**src/rtl/multicore_pkg.sv**
```systemverilog
// Shared types and default sizes for the multicore prime-count result path.
package multicore_pkg;

   // Collector phases: wait for all cores, add results one by one, then hold.
   typedef enum logic [1:0] {
      COL_RUN  = 2'd0,
      COL_SUM  = 2'd1,
      COL_DONE = 2'd2
   } col_state_t;

   localparam int MAX_CORES     = 8;
   localparam int IDX_W         = $clog2(MAX_CORES);
   localparam int DEF_NUM_CORES = 4;
   localparam int DEF_DATA_W    = 8;
   localparam int DEF_SUM_W     = 8;
   localparam int DEF_CYC_W     = 16;

endpackage

```
**src/rtl/strobe_fall_detect.sv**
```systemverilog
// One core's strobe history bit and its falling-edge pulse.
// The history bit clears in reset, so a strobe already high at reset
// release only reports once it later falls.
module strobe_fall_detect (
   input  logic clk,
   input  logic reset,
   input  logic strobe,
   output logic fall
);

   logic strobe_q;

   // Remember last cycle's strobe level.
   always_ff @(posedge clk or negedge reset) begin
      if (!reset) strobe_q <= 1'b0;
      else        strobe_q <= strobe;
   end

   assign fall = strobe_q & ~strobe;

endmodule

```
**src/rtl/core_result_collector.sv**
```systemverilog
// Collects one result per core on its strobe's falling edge, counts cycles
// until all cores have reported, then sums the results one per cycle and
// holds the total for the display.
// Optional watchdog: define COLLECT_TIMEOUT_EN to abandon waiting after
// TIMEOUT_CYCLES cycles and sum whatever has been reported.
module core_result_collector
   import multicore_pkg::*;
#(
   parameter int          NUM_CORES      = DEF_NUM_CORES,
   parameter int          DATA_W         = DEF_DATA_W,
   parameter int          SUM_W          = DEF_SUM_W,
   parameter int          CYC_W          = DEF_CYC_W,
   parameter int unsigned TIMEOUT_CYCLES = 32'h0000_FFF0
) (
   input  logic                        clk,
   input  logic                        reset,
   input  logic [NUM_CORES-1:0]        core_strobe,
   input  logic [NUM_CORES*DATA_W-1:0] core_result,
   output logic [NUM_CORES-1:0]        done_mask,
   output logic [CYC_W-1:0]            cycle_count,
   output logic [SUM_W-1:0]            total,
   output logic                        total_valid,
   output logic                        sum_ovf,
   output logic                        timeout
);

   localparam logic [NUM_CORES-1:0] ALL_DONE = '1;
   localparam logic [IDX_W-1:0]     LAST_IDX = IDX_W'(NUM_CORES - 1);

`ifdef COLLECT_TIMEOUT_EN
   localparam logic [CYC_W-1:0]     TIMEOUT_LIMIT = CYC_W'(TIMEOUT_CYCLES);
`endif

   col_state_t                  state_reg;
   logic [IDX_W-1:0]            idx_reg;
   logic [NUM_CORES-1:0]        fall;
   logic [NUM_CORES-1:0]        capture;
   logic [NUM_CORES*DATA_W-1:0] results_flat;
   logic [DATA_W-1:0]           result_sel;
   logic [SUM_W:0]              sum_next;

   // Only the first fall of each core counts, and only while still collecting.
   assign capture = fall & ~done_mask & {NUM_CORES{state_reg == COL_RUN}};

   generate
      for (genvar gi = 0; gi < NUM_CORES; gi++) begin : g_core
         logic [DATA_W-1:0] result_reg;

         strobe_fall_detect u_fall (
            .clk    (clk),
            .reset  (reset),
            .strobe (core_strobe[gi]),
            .fall   (fall[gi])
         );

         // Freeze this core's result on its first reported fall.
         always_ff @(posedge clk or negedge reset) begin
            if (!reset)           result_reg <= '0;
            else if (capture[gi]) result_reg <= core_result[gi*DATA_W +: DATA_W];
         end

         assign results_flat[gi*DATA_W +: DATA_W] = result_reg;
      end
   endgenerate

   // Select the result addressed by the summing index.
   always_comb begin
      result_sel = '0;
      for (int i = 0; i < NUM_CORES; i++) begin
         if (idx_reg == IDX_W'(i)) result_sel = results_flat[i*DATA_W +: DATA_W];
      end
   end

   // Extra top bit is the carry out used for the sticky overflow flag.
   assign sum_next = {1'b0, total} + {1'b0, SUM_W'(result_sel)};

   // Collector FSM with cycle counter and sequential accumulator.
   always_ff @(posedge clk or negedge reset) begin
      if (!reset) begin
         state_reg   <= COL_RUN;
         idx_reg     <= '0;
         done_mask   <= '0;
         cycle_count <= '0;
         total       <= '0;
         total_valid <= 1'b0;
         sum_ovf     <= 1'b0;
`ifdef COLLECT_TIMEOUT_EN
         timeout     <= 1'b0;
`endif
      end else begin
         done_mask <= done_mask | capture;
         case (state_reg)
            COL_RUN: begin
               if (done_mask == ALL_DONE) begin
                  state_reg <= COL_SUM;
`ifdef COLLECT_TIMEOUT_EN
               end else if (cycle_count == TIMEOUT_LIMIT) begin
                  // Unreported cores still hold zero, so they add nothing.
                  timeout   <= 1'b1;
                  state_reg <= COL_SUM;
`endif
               end else if (cycle_count != '1) begin
                  cycle_count <= cycle_count + CYC_W'(1);
               end
            end
            COL_SUM: begin
               total <= sum_next[SUM_W-1:0];
               if (sum_next[SUM_W]) sum_ovf <= 1'b1;
               if (idx_reg == LAST_IDX) begin
                  state_reg   <= COL_DONE;
                  total_valid <= 1'b1;
               end else begin
                  idx_reg <= idx_reg + IDX_W'(1);
               end
            end
            COL_DONE: begin
               // Hold everything until the next reset.
            end
            default: state_reg <= COL_RUN;
         endcase
      end
   end

`ifndef COLLECT_TIMEOUT_EN
   assign timeout = 1'b0;
`endif

endmodule

```
**config.mk**
```make
export PLATFORM = sky130hd
export DESIGN_NAME = core_result_collector
export DESIGN_NICKNAME = d
export VERILOG_FILES = /design/src/rtl/multicore_pkg.sv /design/src/rtl/strobe_fall_detect.sv /design/src/rtl/core_result_collector.sv
export SDC_FILE = /design/constraint.sdc
export NUM_CORES = 1
export LEC_CHECK = 0
export CAP_MARGIN = 20
export CORE_MARGIN = 8
export CORE_UTILIZATION = 40
export DETAILED_ROUTE_END_ITERATION = 12
export GPL_TIMING_DRIVEN = 1
export PLACE_DENSITY = 0.65
export SLEW_MARGIN = 20
export SYNTH_ARGS = -nofsm -noshare
export SYNTH_HDL_FRONTEND = slang
export SYNTH_SLANG_ARGS = --single-unit
```
**constraint.sdc**
```tcl
create_clock -name clk -period 6.6 [get_ports clk]
set_input_delay 0.99 -clock clk [delete_from_list [all_inputs] [get_ports clk]]
set_output_delay 0.99 -clock clk [all_outputs]
set_load 0.01 [all_outputs]
```
== Yosys cells after proc, flatten, opt, wreduce, memory -nomap -nowiden ==
Cells that the tools add are included.

* Flip-flop bits (word level): 71
* Input port bits: 38
* Output and inout port bits: 31
* Logic and storage cells: 56

* $add $sub $neg: 3
* Eq/ne operators: 9
* Muxes and demuxes: 7
* Bitwise logic cells: 15
* Reductions and logical operators: 7

{| class="wikitable"
|+ Operators by type and width
! cell !! number
|-
| 8-bit 2-to-1 mux || 4
|-
| 16-bit by 1-bit adder with 16-bit output (second input constant) || 1
|-
| 16-bit != test (second input constant) || 1
|-
| 8-bit by 8-bit adder with 9-bit output || 1
|-
| 4-bit AND || 2
|-
| 1-bit NOT || 7
|-
| 3-bit by 2-bit equality test with 1-bit output (second input constant) || 2
|-
| 2-bit case mux with 3 select lines || 1
|-
| 2-bit AND reduction || 3
|-
| 3-bit AND reduction || 2
|-
| 1-bit AND || 4
|-
| 4-bit equality test (second input constant) || 1
|-
| 2-bit 2-to-1 mux || 2
|-
| 4-bit NOT || 1
|-
| 4-bit bitwise OR || 1
|-
| 3-bit by 1-bit adder with 3-bit output (second input constant) || 1
|-
| 3-bit by 1-bit equality test with 1-bit output (second input constant) || 1
|-
| 3-bit zero test || 1
|-
| 2-bit by 1-bit equality test with 1-bit output (second input constant) || 1
|-
| 2-bit equality test (second input constant) || 1
|-
| 2-bit zero test || 1
|-
| 2-bit by 1-bit != test with 1-bit output (second input constant) || 1
|-
| 2-bit != test (second input constant) || 1
|}

== Logic depth before layout (Yosys ltp) ==
Gate-level depths: netlist of the first run.

* Depth in word-level cells: 7
* Depth in mapped cells: 12
* Depth with buffers taken out: 12

== Cells and area by module ==
A second synthesis of the first run with hierarchy kept.

* Cells, all modules: 300
* Area, all modules: 3,487.1 sq um

{| class="wikitable"
|+ By module, submodules not included
! module !! times used !! cells an instance !! area each (sq um) !! seq. area each (sq um)
|-
| core_result_collector || 1 || 292 || 3,331.9 || 1,676.6
|-
| strobe_fall_detect || 4 || 2 || 38.8 || 25.0
|}

== Worst setup path before layout of the first run ==
OpenSTA, ideal clock, no wires.

* Kind: flip-flop to flip-flop
* Start point: register idx_reg[0]
* End point: register sum_ovf
* Setup time: 0.129 ns
* Arrival: 2.742 ns
* Required time: 6.471 ns
* Slack: 3.728 ns
* Stages on the path, launching flop included: 12
* Buffers on the path: 1
* Period minus slack after synthesis: 2.872 ns
* Cell sequence: dfrtp_1 inv_1 ha_1 clkbuf_1 o21ai_0 a22o_1 ha_1 fa_1 a21oi_1 o21ai_0 o31a_1 o41a_1

* Word-level cells in the longest chain between the ends: 7
* Elaborated cells on any way between the ends: 10
* Those cells by class: 1 x add/sub; 3 x eq/ne; 4 x mux; 2 x reduce/logical

{| class="wikitable"
|+ Ends and longest elaborated chain
! what !! RTL line !! RTL
|-
| start, declared || core_result_collector.sv:35 || <nowiki>logic [IDX_W-1:0] idx_reg;</nowiki>
|-
| start signal, assigned || core_result_collector.sv:113 || <nowiki>idx_reg <= idx_reg + IDX_W'(1);</nowiki>
|-
| 3-bit zero test || core_result_collector.sv:70 || <nowiki>if (idx_reg == IDX_W'(i)) result_sel = results_flat[i*DATA_W +: DATA_W];</nowiki>
|-
| 8-bit 2-to-1 mux (3 in series) || core_result_collector.sv:70 ||
|-
| 8-bit 2-to-1 mux (*) || core_result_collector.sv:70 ||
|-
| 8-bit by 8-bit adder with 9-bit output (*) || core_result_collector.sv:75 || <nowiki>assign sum_next = {1'b0, total} + {1'b0, SUM_W'(result_sel)};</nowiki>
|-
| 2-bit AND reduction (no line) (*) || n/a ||
|-
| end signal, assigned || core_result_collector.sv:86 || <nowiki>sum_ovf <= 1'b0;</nowiki>
|-
| end signal, assigned || core_result_collector.sv:108 || <nowiki>if (sum_next[SUM_W]) sum_ovf <= 1'b1;</nowiki>
|-
| end, declared || core_result_collector.sv:23 || <nowiki>output logic sum_ovf,</nowiki>
|}

Every way passes the cells marked *; elsewhere a longest branch is shown, timed or not.
A chain may end at the register's enable or synchronous reset.

== Worst setup path in the final report of the first run ==
* Start point: register idx_reg[1]
* End point: register sum_ovf

The elaborated chain is that of the path after synthesis.

==> parameters.txt, run 1 <==
Parameter                              Value

Outcome
  Run status ... finished, final reports clean

Logic synthesis
  Leading register cell type out of synthesis ... dfrtp_1
  Top-count cell post-synth ... dfrtp_1
  Fraction of post-synthesis cell area in the top cell type by area ... 0.511
  Largest cells by area after synthesis ... dfrtp_1 (51%), mux2_2 (11%), ha_1 (5.0%)
  Top post-synthesis cells by count ... dfrtp_1 (71), mux2_2 (34), nand2_1 (28)
  Net Count, Synth ... 346
  Cell taking the most area after synthesis ... dfrtp_1
  Count of warnings emitted by yosys ... 0
  Post-Synthesis Mean Instance Area ... 11.9 µm²
  Cell variety after synth ... 41
  Post-synth design cell area ... 3470 µm²
  Share of the yosys chip area belonging to registers ... 0.511
  Register bit count reported by yosys ... 71
  Async set or reset register ratio after synthesis ... 1.00
  Number of synthesized flops with an enable pin ... 0
  Synthesized instance count ... 293

Timing
  Measured slew at the worst slew-check pin ... 0.884 ns
  Setup-violating endpoint count in the final report ... 0
  Period utilisation layout ... 0.501
  TNS Setup ... 0 ns
  Worst slew margin relative to its limit ... 0.410
  Final critical-path required period ... 3.31 ns
  Max Fclk ... 0.302 GHz
  Setup Skew ... 0.0156 ns
  Final number of max-transition violations ... 0
  RSZ-0062 raised after global routing ... no
  Worst hold slack after final layout ... 0.476 ns
  Final hold violations ... 0

Global routing
  Pin count of the biggest net entering global routing ... 72
  Met3 track demand over resource ... 0.0296
  Most Crowded Layer GR ... met2
  Number of antenna violations at the first check in global routing ... 0
  Met2 layer usage reported by global route ... 0.206
  First-pass GRT wire length ... 12.1 mm
  Met1 Resource Use GR ... 0.164
  Via count of the first global-routing pass ... 2,503
  GRT Util Overall ... 0.129
  Global route total overflow ... 0

Floorplanning
  Row count ... 34
  Floorplan die area ... 11,900 µm²
  Core area ... 8590 µm²
  Vertical die dimension ... 109 µm
  I/O pins ... 69
  Initial standard-cell utilization of the core ... 0.404
  Die Span X ... 109 µm

Critical path
  End point of the critical path ... sum_ovf
  Worst flop-to-flop path endpoint ... sum_ovf
  Required time of the critical path ... 6.83 ns
  Chain of cells forming the critical path ... inv_1 > ha_1 > nor2b_1 > a22oi_1 > o21ai_0 > a22o_1 > ha_1 > fa_1 > a21oi_1 > o21ai_0 > o31a_1 > o41a_1
  Critical Path Slowest Stage Cell ... dfrtp_1
  Startpoint of the most critical register-to-register path ... idx_reg[1]
  Category of the most critical setup path ... flop to flop
  Sum of buffers and inverters on the critical path ... 1
  Number of cells on the critical path ... 12
  Crit path arrival time ... 3.54 ns
  Longest individual stage delay on the worst path ... 0.42 ns
  Critical path capture point type ... flop
  Crit path max-delay family ... compound AO/OA/AOI/OAI gates
  Startpoint type of the worst setup path ... flop
  Depth of the most critical reg-to-reg path ... 12
  Maximum fanout along the worst path ... 15
  First element of the critical path ... idx_reg[1]
  Reg2reg setup slack ... 3.29 ns

Power
  Clock group share of total power ... 0.166
  Switching power as a share of total power ... 0.379
  Net switching power ... 0.724 mW
  Lkg Pwr ... 1.91 nW
  Sequential fraction of design power ... 0.393
  Total power after layout ... 1.91 mW
  Power per standard cell area ... 431 nW/µm²
  Highest ir drop seen on vdd ... 175 µV
  Internal power consumption ... 1.19 mW
  Gate power share ... 0.441

Job
  Maximum Capacitance Violations ... 0

Final layout
  Antenna diode instance count ... 0
  Total number of nets in the final design ... 418
  Layout Area Growth over Synthesis ... 27.4%
  Fill cell count ... 765
  Fraction of layout cells with a size suffix above 1 ... 0.168
  Area of the multi-input gates ... 1650 µm²
  Final cell area excluding filler cells ... 4430 µm²
  Largest register FFs ... 32
  FF+latch area ... 1780 µm²
  Core occupancy in the finished layout ... 0.515

Hold path
  Worst hold path cell count ... 1
  Hold crit path type ... flop to flop

Placed design
  Global placer's final weighted congestion ... 0.809
  Half-perimeter wire length after placement ... 5.66 mm
  IO Port Bufs ... 67
  Placed instance area ... 4250 µm²

Clock tree
  Number of cells upsized or downsized after cts ... 0
  Post-CTS Setup Bufs ... 0
  CTS H-tree depth ... 3
  Clock tree from TritonCTS ... yes
  Clock buffer depth ... 2
  CTS clock-pin slew for the worst setup and hold paths ... 0.08 ns
  Clock sink count ... 71
  Total CTS buffers ... 9
  Clock root buffer ... clkbuf_8
  Cts hold-fix bufs ... 0
  Clock latency on the worst-skew pair ... 0.35 ns

Routing
  Average vias per placed instance ... 5.14
  Detail Route Antenna Nets ... 0
  DRC violation count after routing ... 0
  Drt first-iter violations ... 72
  First-pass iteration count of the detailed router ... 4
  Per-cell routed wire length ... 15.6 µm
  Overall via count from detail_route ... 2,459
  Final WL ... 7.46 mm
## final cells by class
class	count	share of cell area
multi-input cells	210	0.372
flip-flops and latches	71	0.401
well taps	108	0.0305
inverters	5	0.00424
repair buffers	68	0.152
clock inverters	7	0.0124
clock buffers	9	0.0280
## how the worst min path moves through the flow
stage / from / endpoint / slack (ns)
2_1_floorplan: state_reg[1] / state_reg[0] / 0.46
3_3_place_gp: total_valid / total_valid / 0.46
3_5_place_dp: total_valid / total_valid / 0.46
4_1_cts: total_valid / total_valid / 0.48
5_1_grt: total_valid / total_valid / 0.52
6_report: total_valid / total_valid / 0.48
## kinds of logic (layout without fill, tap and decap cells)
family	Yosys count	after routing	synth area share
compound gates	49	49	0.0915
xor+xnor	17	17	0.0429
fa+ha+maj	15	15	0.0562
buf+inv	12	89	0.0151
flops	71	71	0.511
mux	37	37	0.120
other cells	1	1	0.00108
simple gates	91	91	0.162
## through the flow
step | setup WS (ns) | cells
floorplan | 3.73 | 293
detailed placement | 3.33 | 462
finish | 3.29 | 478
global route | 3.03 | 478
CTS | 3.31 | 478
global placement | 3.51 | 462
## power groups by stage
stage	sequential (mW)	clock, mW	combinational (mW)
finish	0.751	0.317	0.842
global route	0.777	0.345	0.939
CTS	0.753	0.327	0.848
detailed placement	0.761	0	0.844
global placement	0.760	0	0.817
floorplan	0.742	0	0.566
## routing by layer
layer / up-vias / part of all wire
met2: 49 / 0.48
li1: 1206 / -
met1: 1193 / 0.45
met3: 11 / 0.046
met5: - / 0
met4: 0 / 0.016
## layout by cell type (no fill, tap or decap), types with 6 or more instances in the layout
cell / n
a21oi_1: 11
a22o_1: 8
and3b_1: 6
clkbuf_8: 9
clkdlybuf4s50_1: 66
dfrtp_1: 71
ha_1: 14
mux2_2: 34
nand2_1: 28
nand3_1: 6
nand4_1: 8
nor2_1: 11
nor3_1: 6
o21ai_0: 15
xnor2_1: 7
xor2_1: 10
(Power assumes the default switching activity.)
==> inputs of run 2 (changes only) <==
--- a/config.mk
+++ b/config.mk
@@ -10,7 +10,7 @@
 export CORE_UTILIZATION = 40
 export DETAILED_ROUTE_END_ITERATION = 12
 export GPL_TIMING_DRIVEN = 1
-export PLACE_DENSITY = 0.65
+export PLACE_DENSITY = 0.68
 export SLEW_MARGIN = 20
 export SYNTH_ARGS = -nofsm -noshare
 export SYNTH_HDL_FRONTEND = slang
==> constraint.sdc (replaced) <==
create_clock -name clk -period 3 [get_ports clk]
set_input_delay 0.45 -clock clk [delete_from_list [all_inputs] [get_ports clk]]
set_output_delay 0.45 -clock clk [all_outputs]
set_load 0.01 [all_outputs]
==> run 2 against run 1 <==
  * Core utilization up 1.1 points
  * Final area up 2.2%
  * Combinational power up 130%
  * Clock skew down 0.0019 ns
  * Sequential cell count unchanged
  * Non-clock buffer count up 8
  * Sequential share of layout area down 0.87 points
  * Fmax up 16%
  * Critical path depth unchanged
  * Setup slack worse by 3.1 ns
  * Largest cell class unchanged
==> parameters.txt, run 2 (synthesized netlist as in run 1, its figures left out) <==
Parameter                              Value

Timing
  Final critical-path required period ... 2.85 ns (-0.459 ns)
  Setup Skew ... 0.0136 ns (-0.00192 ns)
  Max Fclk ... 0.351 GHz (+16%)
  Worst slew margin relative to its limit ... 0.556 (+0.145)
  RSZ-0062 raised after global routing ... no
  Final number of max-transition violations ... 0 (unchanged)
  Measured slew at the worst slew-check pin ... 0.664 ns (-0.221 ns)
  Final hold violations ... 0 (unchanged)
  Worst hold slack after final layout ... 0.0807 ns (-0.395 ns)
  Setup-violating endpoint count in the final report ... 0 (unchanged)
  Period utilisation layout ... 0.949 (+0.448)

Power
  Gate power share ... 0.444 (+0.003)
  Net switching power ... 1.57 mW (+120%)
  Switching power as a share of total power ... 0.363 (-0.0162)
  Internal power consumption ... 2.77 mW (+130%)
  Sequential fraction of design power ... 0.382 (-0.011)
  Total power after layout ... 4.34 mW (+130%)
  Lkg Pwr ... 1.96 nW (+2.4%)
  Clock group share of total power ... 0.174 (+0.008)
  Power per standard cell area ... 959 nW/µm² (+120%)
  Highest ir drop seen on vdd ... 387 µV (+120%)

Hold path
  Hold crit path type ... primary input to async pin

Clock tree
  Clock sink count ... 71 (unchanged)
  Clock latency on the worst-skew pair ... 0.35 ns (about the same)
  Clock buffer depth ... 2 (unchanged)
  Clock tree from TritonCTS ... yes
  Clock root buffer ... clkbuf_8
  CTS H-tree depth ... 3 (unchanged)
  Total CTS buffers ... 9 (unchanged)
  Cts hold-fix bufs ... 0 (unchanged)
  CTS clock-pin slew for the worst setup and hold paths ... 0.09 ns (about the same)

Final layout
  Final cell count without fillers ... 486 (+1.7%)
  Antenna diode instance count ... 0 (unchanged)
  Layout Area Growth over Synthesis ... 30.2%
  Area of the multi-input gates ... 1650 µm² (+0.38%)
  Fill cell count ... 765 (unchanged)
  Fraction of layout cells with a size suffix above 1 ... 0.188 (+0.0203)
  Core occupancy in the finished layout ... 0.527 (+0.0114)
  Total number of nets in the final design ... 426 (+1.9%)
  Most frequent standard cell in the layout excluding fill and tap cells ... dfrtp_1
  Leading cell types in the layout, fill and taps excluded ... dfrtp_1 (71), clkdlybuf4s50_1 (66), mux2_2 (34), nand2_1 (28)
  FF+latch area ... 1780 µm² (unchanged)
  Largest register FFs ... 32 (unchanged)

Critical path
  Reg2reg setup slack ... 0.15 ns (-3.14 ns)
  Crit path arrival time ... 3.07 ns (-0.47 ns)
  Sum of buffers and inverters on the critical path ... 1 (unchanged)
  Depth of the most critical reg-to-reg path ... 12 (unchanged)
  Category of the most critical setup path ... flop to flop
  Longest individual stage delay on the worst path ... 0.38 ns (-0.04 ns)
  Startpoint of the most critical register-to-register path ... idx_reg[0]
  Critical path capture point type ... flop
  Chain of cells forming the critical path ... inv_1 > ha_1 > nor2b_1 > a22oi_1 > o21ai_0 > a22o_1 > ha_1 > fa_2 > a21oi_2 > o21ai_1 > o31a_1 > o41a_1
  Crit path max-delay family ... compound AO/OA/AOI/OAI gates
  Required time of the critical path ... 3.22 ns (-3.61 ns)
  Critical Path Slowest Stage Cell ... fa_2
  Cell with the most instances on the worst path ... ha_1
  Worst flop-to-flop path endpoint ... sum_ovf
  Maximum fanout along the worst path ... 3 (-12)
  Startpoint type of the worst setup path ... flop

Routing
  Average vias per placed instance ... 5.18 (+0.63%)
  Detail Route Antenna Nets ... 0 (unchanged)
  Per-cell routed wire length ... 15.2 µm (-2.9%)
  Drt first-iter violations ... 74 (+2.8%)
  First-pass iteration count of the detailed router ... 6 (+2)
  Overall via count from detail_route ... 2,516 (+2.3%)
  DRC violation count after routing ... 0 (unchanged)
  Final WL ... 7.36 mm (-1.3%)

Floorplanning
  Core area ... 8590 µm² (unchanged)
  I/O pins ... 69 (unchanged)
  Floorplan die area ... 11,900 µm² (unchanged)
  Initial standard-cell utilization of the core ... 0.404 (unchanged)
  Row count ... 34 (unchanged)
  Vertical die dimension ... 109 µm (unchanged)
  Die Span X ... 109 µm (unchanged)

Job
  Maximum Capacitance Violations ... 0 (unchanged)

Global routing
  Global route total overflow ... 0 (unchanged)
  GRT Util Overall ... 0.131 (+0.00204)
  Number of antenna violations at the first check in global routing ... 0 (unchanged)
  Pin count of the biggest net entering global routing ... 49 (-32%)
  Via count of the first global-routing pass ... 2,504 (+0.040%)
  First-pass GRT wire length ... 12.2 mm (+1.0%)

Placed design
  Global placer's final weighted congestion ... 0.824 (+1.8%)
  Post-Place Cells ... 467 (+1.1%)
  Half-perimeter wire length after placement ... 5.71 mm (+0.76%)
  IO Port Bufs ... 67 (unchanged)

Outcome
  Run status ... finished, final reports clean
run 2: through the flow:
stage / area, µm² / setup slack [ns] / setup TNS, ns
floorplan: 3470 / 0.128 / 0
global placement: 4300 / 0.126 / 0
detailed placement: 4300 / -0.00481 / -0.00481
CTS: 4500 / 0.0406 / 0
global route: 4530 / 0.00704 / 0
finish: 4530 / 0.152 / 0
run 2: worst register-to-register path: cells and delay by family (launching register included):
kind            cells  cell delay (ns)
compound gates      7             1.31
fa+ha+maj           3             0.82
flops               1             0.37
simple gates        1             0.14
buf+inv             1             0.09
run 2: power by group through the flow:
stage / sequential [mW] / clock, mW / combinational (mW)
floorplan: 1.63 / 0 / 1.25
global placement: 1.67 / 0 / 1.84
detailed placement: 1.67 / 0 / 1.89
CTS: 1.65 / 0.782 / 1.90
global route: 1.71 / 0.823 / 2.15
finish: 1.66 / 0.756 / 1.93
run 2: final cells by class:
| class | instances | area share |
|---|---|---|
| Tap cell | 108 | 0.0299 |
| Multi-Input combinational cell | 210 | 0.365 |
| Sequential cell | 71 | 0.393 |
| Timing Repair Buffer | 76 | 0.165 |
| Inverter | 5 | 0.00415 |
| Clock inverter | 6 | 0.0155 |
| Clock buffer | 10 | 0.0282 |
run 2: worst max path at each step:
stage                     startpoint      end  slack (ns)  cells after the start
after global placement    idx_reg[0]  sum_ovf        0.13                     12
final                     idx_reg[0]  sum_ovf        0.15                     12
after detailed placement  idx_reg[0]  sum_ovf      -0.005                     12
after global routing      idx_reg[1]  sum_ovf       0.007                     12
after floorplan           idx_reg[0]  sum_ovf        0.13                     11
after CTS                 idx_reg[0]  sum_ovf        0.04                     12
run 2: layer usage:
metal | GRT usage | routed length (µm)
met5 | 0 | 0
met4 | 0.0675 | 110
met3 | 0.0343 | 411
met2 | 0.187 | 3400
met1 | 0.178 | 3440
run 2: repair_timing:
| item | in CTS | in global routing |
|---|---|---|
| gates cloned | 0 | 0 |
| setup buffers | 0 | 3 |
| resized for setup | 1 | 2 |
| pin swaps | 0 | 1 |
| setup endpoints to repair | 1 | 2 |
